## src/rtl/rv_multicycle_ctrl_if.sv

```systemverilog
// Control and memory-handshake bundle between the multicycle sequencer and the RV32I datapath.
// master = sequencer (drives enables/selects and requests), slave = datapath/memories (IR fields, flags, acks).
interface rv_multicycle_ctrl_if;
   logic [6:0] opcode;
   logic [2:0] funct3;
   logic       br_eq;
   logic       br_lt;
   logic       imem_req;
   logic       imem_ack;
   logic       dmem_req;
   logic       dmem_ack;
   logic       dmem_we;
   logic       ir_we;
   logic       pc_we;
   logic       pc_sel;
   logic       reg_wen;
   logic       brun;
   logic       a_sel;
   logic       b_sel;
   logic [1:0] alu_op;
   logic [2:0] imm_sel;
   logic [1:0] wb_sel;

   modport master (
      input  opcode, funct3, br_eq, br_lt, imem_ack, dmem_ack,
      output imem_req, dmem_req, dmem_we, ir_we, pc_we, pc_sel, reg_wen,
             brun, a_sel, b_sel, alu_op, imm_sel, wb_sel
   );

   modport slave (
      output opcode, funct3, br_eq, br_lt, imem_ack, dmem_ack,
      input  imem_req, dmem_req, dmem_we, ir_we, pc_we, pc_sel, reg_wen,
             brun, a_sel, b_sel, alu_op, imm_sel, wb_sel
   );
endinterface

```

## src/rtl/rv_multicycle_ctrl.sv

```systemverilog
// RV32I FETCH/DECODE/EXEC/MEM/WB sequencer; 3-5 cycles per instruction plus memory wait states, stalls on missing imem/dmem ack.
// Optional WAIT_TIMEOUT_EN: bounds each memory wait to TIMEOUT cycles and traps with a sticky timeout flag.
module rv_multicycle_ctrl #(
   parameter int CNT_W   = 32,
   parameter int TIMEOUT = 255
) (
   input  logic                 clk,
   input  logic                 rst,
   rv_multicycle_ctrl_if.master bus,
   output logic [2:0]           state,
   output logic                 illegal,
   output logic                 timeout,
   output logic [CNT_W-1:0]     retire_cnt
);

   typedef enum logic [2:0] {
      st_fetch  = 3'd0,
      st_decode = 3'd1,
      st_exec   = 3'd2,
      st_mem    = 3'd3,
      st_wb     = 3'd4,
      st_trap   = 3'd7
   } state_t;

   localparam logic [6:0] op_r      = 7'b0110011;
   localparam logic [6:0] op_i      = 7'b0010011;
   localparam logic [6:0] op_load   = 7'b0000011;
   localparam logic [6:0] op_store  = 7'b0100011;
   localparam logic [6:0] op_branch = 7'b1100011;
   localparam logic [6:0] op_jal    = 7'b1101111;
   localparam logic [6:0] op_lui    = 7'b0110111;
   localparam logic [6:0] op_auipc  = 7'b0010111;

   if (CNT_W < 1 || TIMEOUT < 1) begin : g_param_chk
      $error("rv_multicycle_ctrl: CNT_W and TIMEOUT must be >= 1");
   end

   state_t     state_q;
   state_t     state_d;
   logic [6:0] op_q;
   logic [2:0] f3_q;
   logic       opcode_ok;
   logic       taken;
   logic       wait_hit;
   logic       alu_a;
   logic       alu_b;
   logic [1:0] alu_opc;
   logic [2:0] alu_imm;

   always_comb begin
      case (bus.opcode)
         op_r, op_i, op_load, op_store, op_branch, op_jal, op_lui, op_auipc: opcode_ok = 1'b1;
         default:                                                             opcode_ok = 1'b0;
      endcase
   end

   // Same operand/immediate encodings the single-cycle decoder emits for each opcode.
   always_comb begin
      alu_a   = 1'b0;
      alu_b   = 1'b1;
      alu_opc = 2'b00;
      alu_imm = 3'b000;
      case (op_q)
         op_r:      begin alu_b = 1'b0; alu_opc = 2'b10; end
         op_i:      alu_opc = 2'b10;
         op_store:  alu_imm = 3'b001;
         op_branch: begin alu_a = 1'b1; alu_imm = 3'b010; end
         op_jal:    begin alu_a = 1'b1; alu_imm = 3'b100; end
         op_lui:    alu_imm = 3'b011;
         op_auipc:  begin alu_a = 1'b1; alu_imm = 3'b100; end
         default:   ;
      endcase
   end

   always_comb begin
      case (f3_q)
         3'b000:         taken = bus.br_eq;
         3'b001:         taken = ~bus.br_eq;
         3'b100, 3'b110: taken = bus.br_lt;
         3'b101, 3'b111: taken = ~bus.br_lt;
         default:        taken = 1'b0;
      endcase
   end

   always_comb begin
      state_d      = state_q;
      bus.imem_req = 1'b0;
      bus.dmem_req = 1'b0;
      bus.dmem_we  = 1'b0;
      bus.ir_we    = 1'b0;
      bus.pc_we    = 1'b0;
      bus.pc_sel   = 1'b0;
      bus.reg_wen  = 1'b0;
      bus.brun     = 1'b0;
      bus.a_sel    = 1'b0;
      bus.b_sel    = 1'b0;
      bus.alu_op   = 2'b00;
      bus.imm_sel  = 3'b000;
      bus.wb_sel   = 2'b00;
      case (state_q)
         st_fetch: begin
            bus.imem_req = 1'b1;
            if (bus.imem_ack) begin
               bus.ir_we = 1'b1;
               state_d   = st_decode;
            end
         end
         st_decode: state_d = opcode_ok ? st_exec : st_trap;
         st_exec: begin
            bus.a_sel   = alu_a;
            bus.b_sel   = alu_b;
            bus.alu_op  = alu_opc;
            bus.imm_sel = alu_imm;
            if (op_q == op_branch) begin
               bus.brun   = f3_q[1];
               bus.pc_sel = taken;
               bus.pc_we  = 1'b1;
               state_d    = st_fetch;
            end else if (op_q == op_load || op_q == op_store) begin
               state_d = st_mem;
            end else begin
               state_d = st_wb;
            end
         end
         st_mem: begin
            // Address stays on the ALU output for the whole access.
            bus.dmem_req = 1'b1;
            bus.dmem_we  = (op_q == op_store);
            bus.a_sel    = alu_a;
            bus.b_sel    = alu_b;
            bus.alu_op   = alu_opc;
            bus.imm_sel  = alu_imm;
            if (bus.dmem_ack) begin
               if (op_q == op_store) begin
                  bus.pc_we = 1'b1;
                  state_d   = st_fetch;
               end else begin
                  state_d = st_wb;
               end
            end
         end
         st_wb: begin
            bus.reg_wen = 1'b1;
            bus.pc_we   = 1'b1;
            state_d     = st_fetch;
            if (op_q == op_load) begin
               bus.wb_sel = 2'b00;
            end else if (op_q == op_jal) begin
               bus.wb_sel  = 2'b10;
               bus.pc_sel  = 1'b1;
               bus.a_sel   = alu_a;
               bus.b_sel   = alu_b;
               bus.alu_op  = alu_opc;
               bus.imm_sel = alu_imm;
            end else begin
               bus.wb_sel = 2'b01;
            end
         end
         st_trap: ;
         default: state_d = st_trap;
      endcase
      if (wait_hit) state_d = st_trap;
      // Reset kills every request and enable immediately, including a pending store.
      if (rst) begin
         bus.imem_req = 1'b0;
         bus.dmem_req = 1'b0;
         bus.dmem_we  = 1'b0;
         bus.ir_we    = 1'b0;
         bus.pc_we    = 1'b0;
         bus.pc_sel   = 1'b0;
         bus.reg_wen  = 1'b0;
         bus.brun     = 1'b0;
         bus.a_sel    = 1'b0;
         bus.b_sel    = 1'b0;
         bus.alu_op   = 2'b00;
         bus.imm_sel  = 3'b000;
         bus.wb_sel   = 2'b00;
      end
   end

   always_ff @(posedge clk or posedge rst) begin
      if (rst) begin
         state_q    <= st_fetch;
         op_q       <= '0;
         f3_q       <= '0;
         illegal    <= 1'b0;
         retire_cnt <= '0;
      end else begin
         state_q <= state_d;
         if (state_q == st_decode) begin
            op_q <= bus.opcode;
            f3_q <= bus.funct3;
            if (!opcode_ok) illegal <= 1'b1;
         end
         if (bus.pc_we) retire_cnt <= retire_cnt + CNT_W'(1);
      end
   end

   assign state = state_q;

`ifdef WAIT_TIMEOUT_EN
   localparam int WAIT_W = $clog2(TIMEOUT + 1);

   logic [WAIT_W-1:0] wait_q;
   logic              waiting;

   assign waiting  = (state_q == st_fetch && !bus.imem_ack) || (state_q == st_mem && !bus.dmem_ack);
   assign wait_hit = waiting && (wait_q == WAIT_W'(TIMEOUT - 1));

   always_ff @(posedge clk or posedge rst) begin
      if (rst) begin
         wait_q  <= '0;
         timeout <= 1'b0;
      end else begin
         if (state_d != state_q) wait_q <= '0;
         else if (waiting)       wait_q <= wait_q + WAIT_W'(1);
         if (wait_hit) timeout <= 1'b1;
      end
   end
`else
   assign wait_hit = 1'b0;
   assign timeout  = 1'b0;
`endif

endmodule

```

## src/flat_wrapper.sv

```systemverilog
// flat-port wrapper written by rule: the top's interface ports become plain ports
module rv_multicycle_ctrl_flat 
#(
   parameter int CNT_W   = 32,
   parameter int TIMEOUT = 255
)
  (clk, rst, state, illegal, timeout, retire_cnt, bus_opcode, bus_funct3, bus_br_eq, bus_br_lt, bus_imem_ack, bus_dmem_ack, bus_imem_req, bus_dmem_req, bus_dmem_we, bus_ir_we, bus_pc_we, bus_pc_sel, bus_reg_wen, bus_brun, bus_a_sel, bus_b_sel, bus_alu_op, bus_imm_sel, bus_wb_sel);
  rv_multicycle_ctrl_if bus_i ();
  input  logic clk;
  input  logic rst;
  output logic [2:0] state;
  output logic illegal;
  output logic timeout;
  output logic [CNT_W-1:0] retire_cnt;
  input wire logic [$bits(bus_i.opcode)-1:0] bus_opcode;
  input wire logic [$bits(bus_i.funct3)-1:0] bus_funct3;
  input wire logic [$bits(bus_i.br_eq)-1:0] bus_br_eq;
  input wire logic [$bits(bus_i.br_lt)-1:0] bus_br_lt;
  input wire logic [$bits(bus_i.imem_ack)-1:0] bus_imem_ack;
  input wire logic [$bits(bus_i.dmem_ack)-1:0] bus_dmem_ack;
  output wire logic [$bits(bus_i.imem_req)-1:0] bus_imem_req;
  output wire logic [$bits(bus_i.dmem_req)-1:0] bus_dmem_req;
  output wire logic [$bits(bus_i.dmem_we)-1:0] bus_dmem_we;
  output wire logic [$bits(bus_i.ir_we)-1:0] bus_ir_we;
  output wire logic [$bits(bus_i.pc_we)-1:0] bus_pc_we;
  output wire logic [$bits(bus_i.pc_sel)-1:0] bus_pc_sel;
  output wire logic [$bits(bus_i.reg_wen)-1:0] bus_reg_wen;
  output wire logic [$bits(bus_i.brun)-1:0] bus_brun;
  output wire logic [$bits(bus_i.a_sel)-1:0] bus_a_sel;
  output wire logic [$bits(bus_i.b_sel)-1:0] bus_b_sel;
  output wire logic [$bits(bus_i.alu_op)-1:0] bus_alu_op;
  output wire logic [$bits(bus_i.imm_sel)-1:0] bus_imm_sel;
  output wire logic [$bits(bus_i.wb_sel)-1:0] bus_wb_sel;
  assign bus_i.opcode = bus_opcode;
  assign bus_i.funct3 = bus_funct3;
  assign bus_i.br_eq = bus_br_eq;
  assign bus_i.br_lt = bus_br_lt;
  assign bus_i.imem_ack = bus_imem_ack;
  assign bus_i.dmem_ack = bus_dmem_ack;
  assign bus_imem_req = bus_i.imem_req;
  assign bus_dmem_req = bus_i.dmem_req;
  assign bus_dmem_we = bus_i.dmem_we;
  assign bus_ir_we = bus_i.ir_we;
  assign bus_pc_we = bus_i.pc_we;
  assign bus_pc_sel = bus_i.pc_sel;
  assign bus_reg_wen = bus_i.reg_wen;
  assign bus_brun = bus_i.brun;
  assign bus_a_sel = bus_i.a_sel;
  assign bus_b_sel = bus_i.b_sel;
  assign bus_alu_op = bus_i.alu_op;
  assign bus_imm_sel = bus_i.imm_sel;
  assign bus_wb_sel = bus_i.wb_sel;
  rv_multicycle_ctrl #(.CNT_W(CNT_W), .TIMEOUT(TIMEOUT)) u_core (.clk(clk), .rst(rst), .bus(bus_i), .state(state), .illegal(illegal), .timeout(timeout), .retire_cnt(retire_cnt));
endmodule
```

## config.mk

```make
export PLATFORM = sky130hd
export DESIGN_NAME = rv_multicycle_ctrl_flat
export DESIGN_NICKNAME = d
export VERILOG_FILES = /design/src/rtl/rv_multicycle_ctrl_if.sv /design/src/rtl/rv_multicycle_ctrl.sv /design/src/flat_wrapper.sv
export SDC_FILE = /design/constraint.sdc
export NUM_CORES = 1
export LEC_CHECK = 0
export CORE_ASPECT_RATIO = 0.8
export CORE_MARGIN = 5
export CORE_UTILIZATION = 40
export CTS_CLUSTER_SIZE = 24
export DETAILED_ROUTE_END_ITERATION = 6
export GPL_TIMING_DRIVEN = 0
export PLACE_DENSITY = 0.72
export SYNTH_ARGS = -nofsm -noshare
export SYNTH_HDL_FRONTEND = slang
export SYNTH_SLANG_ARGS = --single-unit
```

## constraint.sdc

```tcl
create_clock -name clk -period 3.25 [get_ports clk]
set_clock_uncertainty 0.2 [all_clocks]
set_input_delay 0.65 -clock clk [delete_from_list [all_inputs] [get_ports clk]]
set_output_delay 0.65 -clock clk [all_outputs]
set_load 0.05 [all_outputs]
```

# Word-level counts from Yosys, hierarchy flattened
# Cells that the tools add are included.
# W data, S select, Z words.
dict set report word_totals {
  register_bits 46
  latchBits 0
  mem_bits_rw 0
  mem_bits_ro 0
  input_bits 16
  out_inout_bits 54
  memories 0
}
dict set report op_classes {
  add_sub_neg 1
  multipliers 0
  n_div 0
  magnitude_cmp 0
  eq_ne 28
  n_shift 0
  mux 57
  bitwise 4
  n_reduce_logical 12
}
# operator count
set op_table {}
lappend op_table {{$eq A7 B6 Y1 const B} 6}
lappend op_table {{$add A32 B1 Y32 const B} 1}
lappend op_table {{$mux W1} 31}
lappend op_table {{$eq A7 B5 Y1 const B} 4}
lappend op_table {{$eq A7 B7 Y1 const B} 4}
lappend op_table {{$mux W3} 9}
lappend op_table {{$eq A3 B3 Y1 const B} 6}
lappend op_table {{$pmux W3 S6} 1}
lappend op_table {{$mux W2} 8}
lappend op_table {{$eq A7 B2 Y1 const B} 2}
lappend op_table {{$pmux W3 S4} 1}
lappend op_table {{$reduce_or A2 Y1} 5}
lappend op_table {{$reduce_or A8 Y1} 1}
lappend op_table {{$eq A3 B1 Y1 const B} 2}
lappend op_table {{$eq A3 B2 Y1 const B} 2}
lappend op_table {{$logic_not A3 Y1} 2}
lappend op_table {{$pmux W1 S2} 3}
lappend op_table {{$pmux W3 S2} 1}
lappend op_table {{$ne A2 B2 Y1 const B} 2}
lappend op_table {{$not A1 Y1} 4}
lappend op_table {{$pmux W1 S4} 1}
lappend op_table {{$pmux W2 S2} 1}
lappend op_table {{$pmux W1 S3} 1}
lappend op_table {{$reduce_and A3 Y1} 1}
lappend op_table {{3 further kinds} 3}

# Depth between registers and ports, before layout
# Gate-level depths: netlist of run 1.
dict set report depth {
  word_depth 7
  mapped_depth 8
  depth_no_buf 7
}

# Least setup slack after synthesis of run 1
# No wires, ideal clock.
dict set report synth_timing {
  path_kind {input to output}
  start {input port rst}
  end {output port bus_imm_sel[0]}
  t_arrival_ns 4.494
  required_time_ns 2.400
  slack_ns -2.094
  path_stages 3
  path_buffers 0
  path_cell_list {inv_1 -> nand2_1 -> a2111oi_0}
}
dict set report synth_via {
  elab_chain_cells 1
}
# item line_no
set synth_lines {}
lappend synth_lines {{start: declaration} flat_wrapper.sv:10} ;# input logic rst;
lappend synth_lines {{$mux W3} rv_multicycle_ctrl.sv:164} ;# if (rst) begin
lappend synth_lines {{end: declaration} flat_wrapper.sv:32} ;# output wire logic [$bits(bus_i.imm_sel)-1:0] bus_imm_sel;
# Every way passes these cells.

# Worst setup path after layout of run 1
dict set report layout_timing {
  start {register u_core.op_q[6]}
  end {output port bus_imm_sel[0]}
}
dict set report layout_via {
  elab_chain_cells 7
  elab_cells_between_ends 12
}
# item line_no
set layout_lines {}
lappend layout_lines {{start: declaration} rv_multicycle_ctrl.sv:40} ;# logic [6:0] op_q;
lappend layout_lines {{start signal: assignment} rv_multicycle_ctrl.sv:191} ;# op_q <= bus.opcode;
lappend layout_lines {{$eq A7 B5 Y1 / $eq A7 B7 Y1 (equally long branches)} {rv_multicycle_ctrl.sv:63, rv_multicycle_ctrl.sv:148}}
lappend layout_lines {{$reduce_or A2 Y1 (no line)} --}
lappend layout_lines {{$pmux W3 S4} rv_multicycle_ctrl.sv:63} ;# case (op_q)
lappend layout_lines {{$mux W3} rv_multicycle_ctrl.sv:148} ;# end else if (op_q == op_jal) begin
lappend layout_lines {{$mux W3} rv_multicycle_ctrl.sv:146} ;# if (op_q == op_load) begin
lappend layout_lines {{$pmux W3 S2 (*)} rv_multicycle_ctrl.sv:100} ;# case (state_q)
lappend layout_lines {{$mux W3 (*)} rv_multicycle_ctrl.sv:164}
# Mark *: on every way between the ends. The rest lies on a longest branch, timed or not.

==> results of run 1 <==
path summary, 6_finish.rpt:
| kind | startpoint | endpoint | slack (ps) | cells after the start |
|---|---|---|---|---|
| max | u_core.op_q[6] | bus_imm_sel[0] | 130 | 8 |
| min | u_core.illegal | u_core.illegal | 280 | 1 |
| max reg2reg | u_core.state[1] | u_core.retire_cnt[27] | 560 | 8 |
| min reg2reg | u_core.illegal | u_core.illegal | 280 | 1 |
| max in group asynchronous | rst | u_core.retire_cnt[13] | 1730 | 2 |
| min in group asynchronous | rst | u_core.retire_cnt[27] | 360 | 2 |
timing repair:
item | 4_1_cts | 5_1_grt
endpoints found under the hold margin | 0 | 0
gates cloned | 2 | 0
hold buffers | 0 | 0
endpoints found under the setup margin | 47 | 12
gates resized for setup | 45 | 25
buffers inserted | 1 | 0
per-layer routing:
layer  routed length [µm]  vias to the layer above  track usage [%]
met4                   60                        0             4.29
met1                 3040                     1023             25.6
met3                  359                        4             2.86
met5                    0                        -                0
met2                 2940                       70             26.1
li1                     -                     1045                -
metrics by stage:
step	power (W)	utilization, %	instance area, µm²
CTS	0.00111	57.4	3430
global route	0.00115	57.3	3420
floorplan	0.000641	-	2520
detailed placement	0.000677	55.1	3290
global placement	0.000676	55.1	3290
finish	0.00110	57.3	3420
worst max-delay path, stage by stage (launching register included):
cell,delay [ps]
dfrtp_1,380
clkbuf_4,220
nand4b_1,180
nor2_2,180
nand3_1,150
nand2_1,100
nand2_1,160
a2111oi_2,360
buf_4,250
placed cells by master, fill, tap and decap left out, types with 2 or more instances in the layout:
| cell | instances |
|---|---|
| xor2_1 | 15 |
| xnor2_1 | 19 |
| clkbuf_8 | 6 |
| nor4_1 | 3 |
| buf_4 | 5 |
| a211oi_1 | 2 |
| nand2b_1 | 3 |
| nor2_1 | 20 |
| conb_1 | 2 |
| nand4_1 | 11 |
| dfrtp_1 | 46 |
| o21ai_0 | 7 |
| dlymetal6s2s_1 | 2 |
| clkdlybuf4s50_1 | 52 |
| and2_1 | 7 |
| clkbuf_4 | 2 |
| clkinvlp_2 | 2 |
| a21oi_1 | 3 |
| mux2_2 | 10 |
| dlygate4sd2_1 | 3 |
| a211oi_2 | 2 |
| nand3_1 | 14 |
| clkbuf_1 | 4 |
| nand2_1 | 26 |
| inv_1 | 3 |
| nor3_1 | 9 |
| nor2b_1 | 3 |
| buf_2 | 5 |
| nor4_4 | 2 |
| a31oi_1 | 3 |
| clkbuf_2 | 3 |
| or4_4 | 2 |
| nor2_2 | 2 |
| and3_1 | 7 |
registers in the layout, summed over array words and instances (netlist names):
| signal | cells |
|---|---|
| u_core.retire_cnt | 32 |
| u_core.op_q | 7 |
| u_core.f3_q | 3 |
| u_core.state | 3 |
| u_core.illegal | 1 |
area by class of cell:
type / instances / area, µm² / share of cell area, %
buffer: 10 / 58.8 / 1.72
clock buffer: 6 / 82.6 / 2.41
clock inverter: 1 / 30.0 / 0.877
inverter: 4 / 18.8 / 0.548
multi-input combinational: 194 / 1330 / 38.8
sequential: 46 / 1150 / 33.6
tap: 81 / 101 / 2.96
timing repair buffer: 68 / 643 / 18.8
timing repair inverter: 2 / 10.0 / 0.292
power by group:
group	switching (W)	internal (W)	total (W)
registers	0.00000980	0.000579	0.000589
clock network	0.000186	0.000246	0.000432
logic	0.0000470	0.0000342	0.0000812
cell families after synthesis:
logic type                 count (synthesis)  synth area share, %
DFF                                       46                 46.5
other                                      1                0.151
xor gates and xnor gates                  34                 12.0
AOI/OAI and AO/OA                         27                 7.88
buffers and inverters                     15                 2.93
and+or+nand+nor                          120                 25.5
adders and majority gates                  1                0.505
muxes                                     10                 4.55
==> flow_summary.json, run 1 <==
{
  "portBuffers": 67,
  "fillers": 526,
  "hpwl_um": 4700,
  "rows": 25,
  "drt-pass1-iter-count": 4,
  "worst_pin_slew_ps": 1160,
  "path_class": "reg2out",
  "initialDrtViolationCount": 161,
  "finalSetupViolCount": 0,
  "grt_max_degree": 25,
  "area_growth_pct": 38.2,
  "grt_usage_pct": 17.2,
  "place_congestion": 0.807,
  "yosysTopAreaCell": "dfrtp_1",
  "synth_edf_count": 0,
  "grt_pass1_vias": 2018,
  "cp-end-kind": "primary output",
  "finalMaxSlewViolations": 0,
  "fin_nets": 348,
  "yosysSeqAreaShare_pct": 46.5,
  "die_h_um": 80.4,
  "start_kind": "flip-flop",
  "synth_seq_cells": 46,
  "synth-main-ff-cell": "dfrtp_1",
  "antenna_cells": 0,
  "clk_pin_slew_ps": 80,
  "final_cell_count_no_fill": 412,
  "relSlewSlack_pct": 22.3,
  "gr-total-overflow": 0,
  "drtAntennaViolNets": 0,
  "vias_per_cell": 5.20,
  "synthMostInstantiatedCell": "dfrtp_1",
  "wire_per_inst_um": 15.5,
  "worstSkewPairLatency_ps": 290,
  "initial_core_util_pct": 41.5,
  "syn_area_um2": 2480,
  "hold_slack_ps": 276,
  "ys_top_cells_by_count": "dfrtp_1, nand2_1, nor2_1",
  "netlist-cell-type-count": 45,
  "worstPathRequired_ps": 2400,
  "syn-instance-count": 254,
  "syn_area_per_cell_um2": 9.75,
  "rsz0062_at_grt": "yes",
  "yosys-top-cells-area": "dfrtp_1, xnor2_1, xor2_1",
  "htree_levels": 2,
  "drive_above_1_share_pct": 16.6,
  "routed-via-count": 2142,
  "leakagePower_nw": 1.46,
  "arrival_ps": 2270,
  "grt_pass1_wl_um": 10900,
  "status": "finished, final reports clean",
  "synth_top_area_share_pct": 46.5,
  "die_w_um": 98.0,
  "p_per_area_nw_per_um2": 322,
  "fin_crit_sh_pct": 95.9,
  "root_buffer": "clkbuf_8",
  "min_period_ps": 3120,
  "max_freq_mhz": 321,
  "totalWireLength_um": 6390,
  "antenna_found_initial": 0,
  "io_pins": 70,
  "drv_cap": 0,
  "yosysWarnings": 0,
  "dieArea_um2": 7880,
  "hold_viol_final": 0,
  "irDropWorstVdd_mv": 0.185,
  "dp_slack_ps": -1990,
  "clock_path_buffers": 2,
  "async_reset_ff_share_pct": 100,
  "drc": 0,
  "dp.cells": 403,
  "setup_slack_ps": 133,
  "setup_tns_ps": 0,
  "tritoncts": "done",
  "cts.sinks": 46,
  "cp_max_fo": 10,
  "core_um2": 5970,
  "cts_made_buffers": 5,
  "hold_class": "reg2reg"
}
Note: power is estimated with default switching activity, not from simulation.
==> inputs of run 2 (changes only) <==
--- a/config.mk
+++ b/config.mk
@@ -6,7 +6,6 @@
 export NUM_CORES = 1
 export LEC_CHECK = 0
 export CORE_ASPECT_RATIO = 0.8
-export CORE_MARGIN = 5
 export CORE_UTILIZATION = 40
 export CTS_CLUSTER_SIZE = 24
 export DETAILED_ROUTE_END_ITERATION = 6
==> flow_summary.json, run 2 (synthesis results as in run 1) <==
{
  "status": "finished, final reports clean",
  "reg.largest.list": "u_core.retire_cnt x32, u_core.op_q x7",
  "hold_class": "reg2reg",
  "die_w_um": 90.0,
  "cts.sinks": 46,
  "min_period_ps": 3110,
  "crit_chain": "clkbuf_1 -> nor4_4 -> and2_1 -> clkdlybuf4s50_1",
  "totalWireLength_um": 6000,
  "rsz0062_at_grt": "no",
  "fillers": 550,
  "cp-end-kind": "primary output",
  "fin_crit_sh_pct": 95.8,
  "gr-total-overflow": 0,
  "finalSetupViolCount": 0,
  "max_freq_mhz": 321,
  "relSlewSlack_pct": 23.3,
  "grt_max_degree": 25,
  "regMostFlops": "u_core.retire_cnt",
  "drt-pass1-iter-count": 4,
  "drv_cap": 0,
  "place_congestion": 0.817,
  "cp_max_fo": 10,
  "worst-path-buf-inv": 2,
  "die_h_um": 72.4,
  "htree_levels": 2,
  "finalMaxSlewViolations": 0,
  "io_pins": 70,
  "final_cell_count_no_fill": 413,
  "drc": 0,
  "arrival_ps": 2260,
  "clk_pin_slew_ps": 80,
  "antenna_found_initial": 0,
  "area_growth_pct": 38.0,
  "grt_pass1_wl_um": 9720,
  "worst_pin_slew_ps": 1140,
  "worstSkewPairLatency_ps": 290,
  "core_um2": 5940,
  "clock_path_buffers": 2,
  "fin_nets": 348,
  "initial_core_util_pct": 41.7,
  "largest_reg_flops": 32,
  "irDropWorstVdd_mv": 0.218,
  "cpPeakStageDelay_ps": 790,
  "regArea_um2": 1150,
  "layout_commonest_cell": "clkdlybuf4s50_1",
  "dp.cells": 403,
  "drive_above_1_share_pct": 16.3,
  "rows": 25,
  "hpwl_um": 4430,
  "worstPathRequired_ps": 2400,
  "hold_viol_final": 0,
  "path_class": "reg2out",
  "routed-via-count": 2139,
  "cp_slowest_cell": "clkdlybuf4s50_1",
  "leakagePower_nw": 1.42,
  "start_kind": "flip-flop",
  "root_buffer": "clkbuf_8",
  "setup_tns_ps": 0,
  "antenna_cells": 0,
  "mostFrequentLayoutCells": "clkdlybuf4s50_1, dfrtp_1, nand2_1",
  "initialDrtViolationCount": 110,
  "cts_made_buffers": 5,
  "wire_per_inst_um": 14.5,
  "dieArea_um2": 6510,
  "portBuffers": 67,
  "multi_input_area_um2": 1330,
  "grt_pass1_vias": 1838,
  "vias_per_cell": 5.18,
  "final_util_pct": 57.5,
  "grt_usage_pct": 19.0,
  "tritoncts": "done",
  "p_per_area_nw_per_um2": 317,
  "crit_family": "buffers and inverters",
  "holdBufCountCts": 0,
  "drtAntennaViolNets": 0
}
-- run 2: area by class of cell --
class | instances | area share (%)
clock buffer | 7 | 2.23
tap | 81 | 2.96
timing repair buffer | 68 | 18.9
clock inverter | 1 | 0.878
multi-input combinational | 194 | 38.8
buffer | 10 | 1.72
sequential | 46 | 33.7
timing repair inverter | 2 | 0.293
inverter | 4 | 0.549
-- run 2: worst register-to-register path, stage by stage (launching register included) --
cell and delay [ps]:
dfrtp_1 450, clkbuf_2 240, nor2_2 200, nand3_1 220, inv_1 190, nor2_1 100
a2111oi_4 620, nand4_1 210, xnor2_1 170
-- run 2: repair_timing --
| action | CTS | global route |
|---|---|---|
| setup buffers | 1 | 0 |
| setup endpoints to repair | 47 | 9 |
| gates resized for setup | 47 | 17 |
| endpoints found under the hold margin | 0 | 0 |
| pin swaps | 0 | 1 |
| cloned | 2 | 0 |
-- run 2: path summary, 6_finish.rpt --
| kind | from | end | slack, ps | depth (start not counted) |
|---|---|---|---|---|
| worst max-delay path | u_core.state[0] | bus_ir_we | 140 | 4 |
| worst min-delay path | u_core.illegal | u_core.illegal | 270 | 1 |
| worst max register to register | u_core.state[1] | u_core.retire_cnt[29] | 570 | 8 |
| worst min register to register | u_core.illegal | u_core.illegal | 270 | 1 |
| max in group asynchronous | rst | u_core.illegal | 1750 | 2 |
| min in group asynchronous | rst | u_core.retire_cnt[6] | 350 | 3 |
-- run 2: routing by layer --
layer  up-vias  wire length (µm)  GRT usage (%)  share of wire, %
met1      1047              3120           29.1                52
li1       1053                 -              -                 -
met5         -                 0              0                 0
met3         2               208           3.56               3.5
met4         0                30           3.76              0.50
met2        37              2640           27.9                44
-- run 2: report_power, final --
group | switching, W | internal (W) | total (W)
clock | 0.000184 | 0.000230 | 0.000414
sequential | 0.0000102 | 0.000579 | 0.000590
combinational | 0.0000462 | 0.0000343 | 0.0000805
-- run 2: per-stage QoR --
stage | hold WS [ps] | setup WS, ps | power [W] | cell area (µm²)
CTS | 278 | -82.1 | 0.00109 | 3430
global route | 296 | 3.88 | 0.00112 | 3420
finish | 270 | 138 | 0.00108 | 3420
floorplan | 305 | -210 | 0.000641 | 2520
detailed placement | 259 | -1910 | 0.000677 | 3290
global placement | 254 | -1940 | 0.000676 | 3290
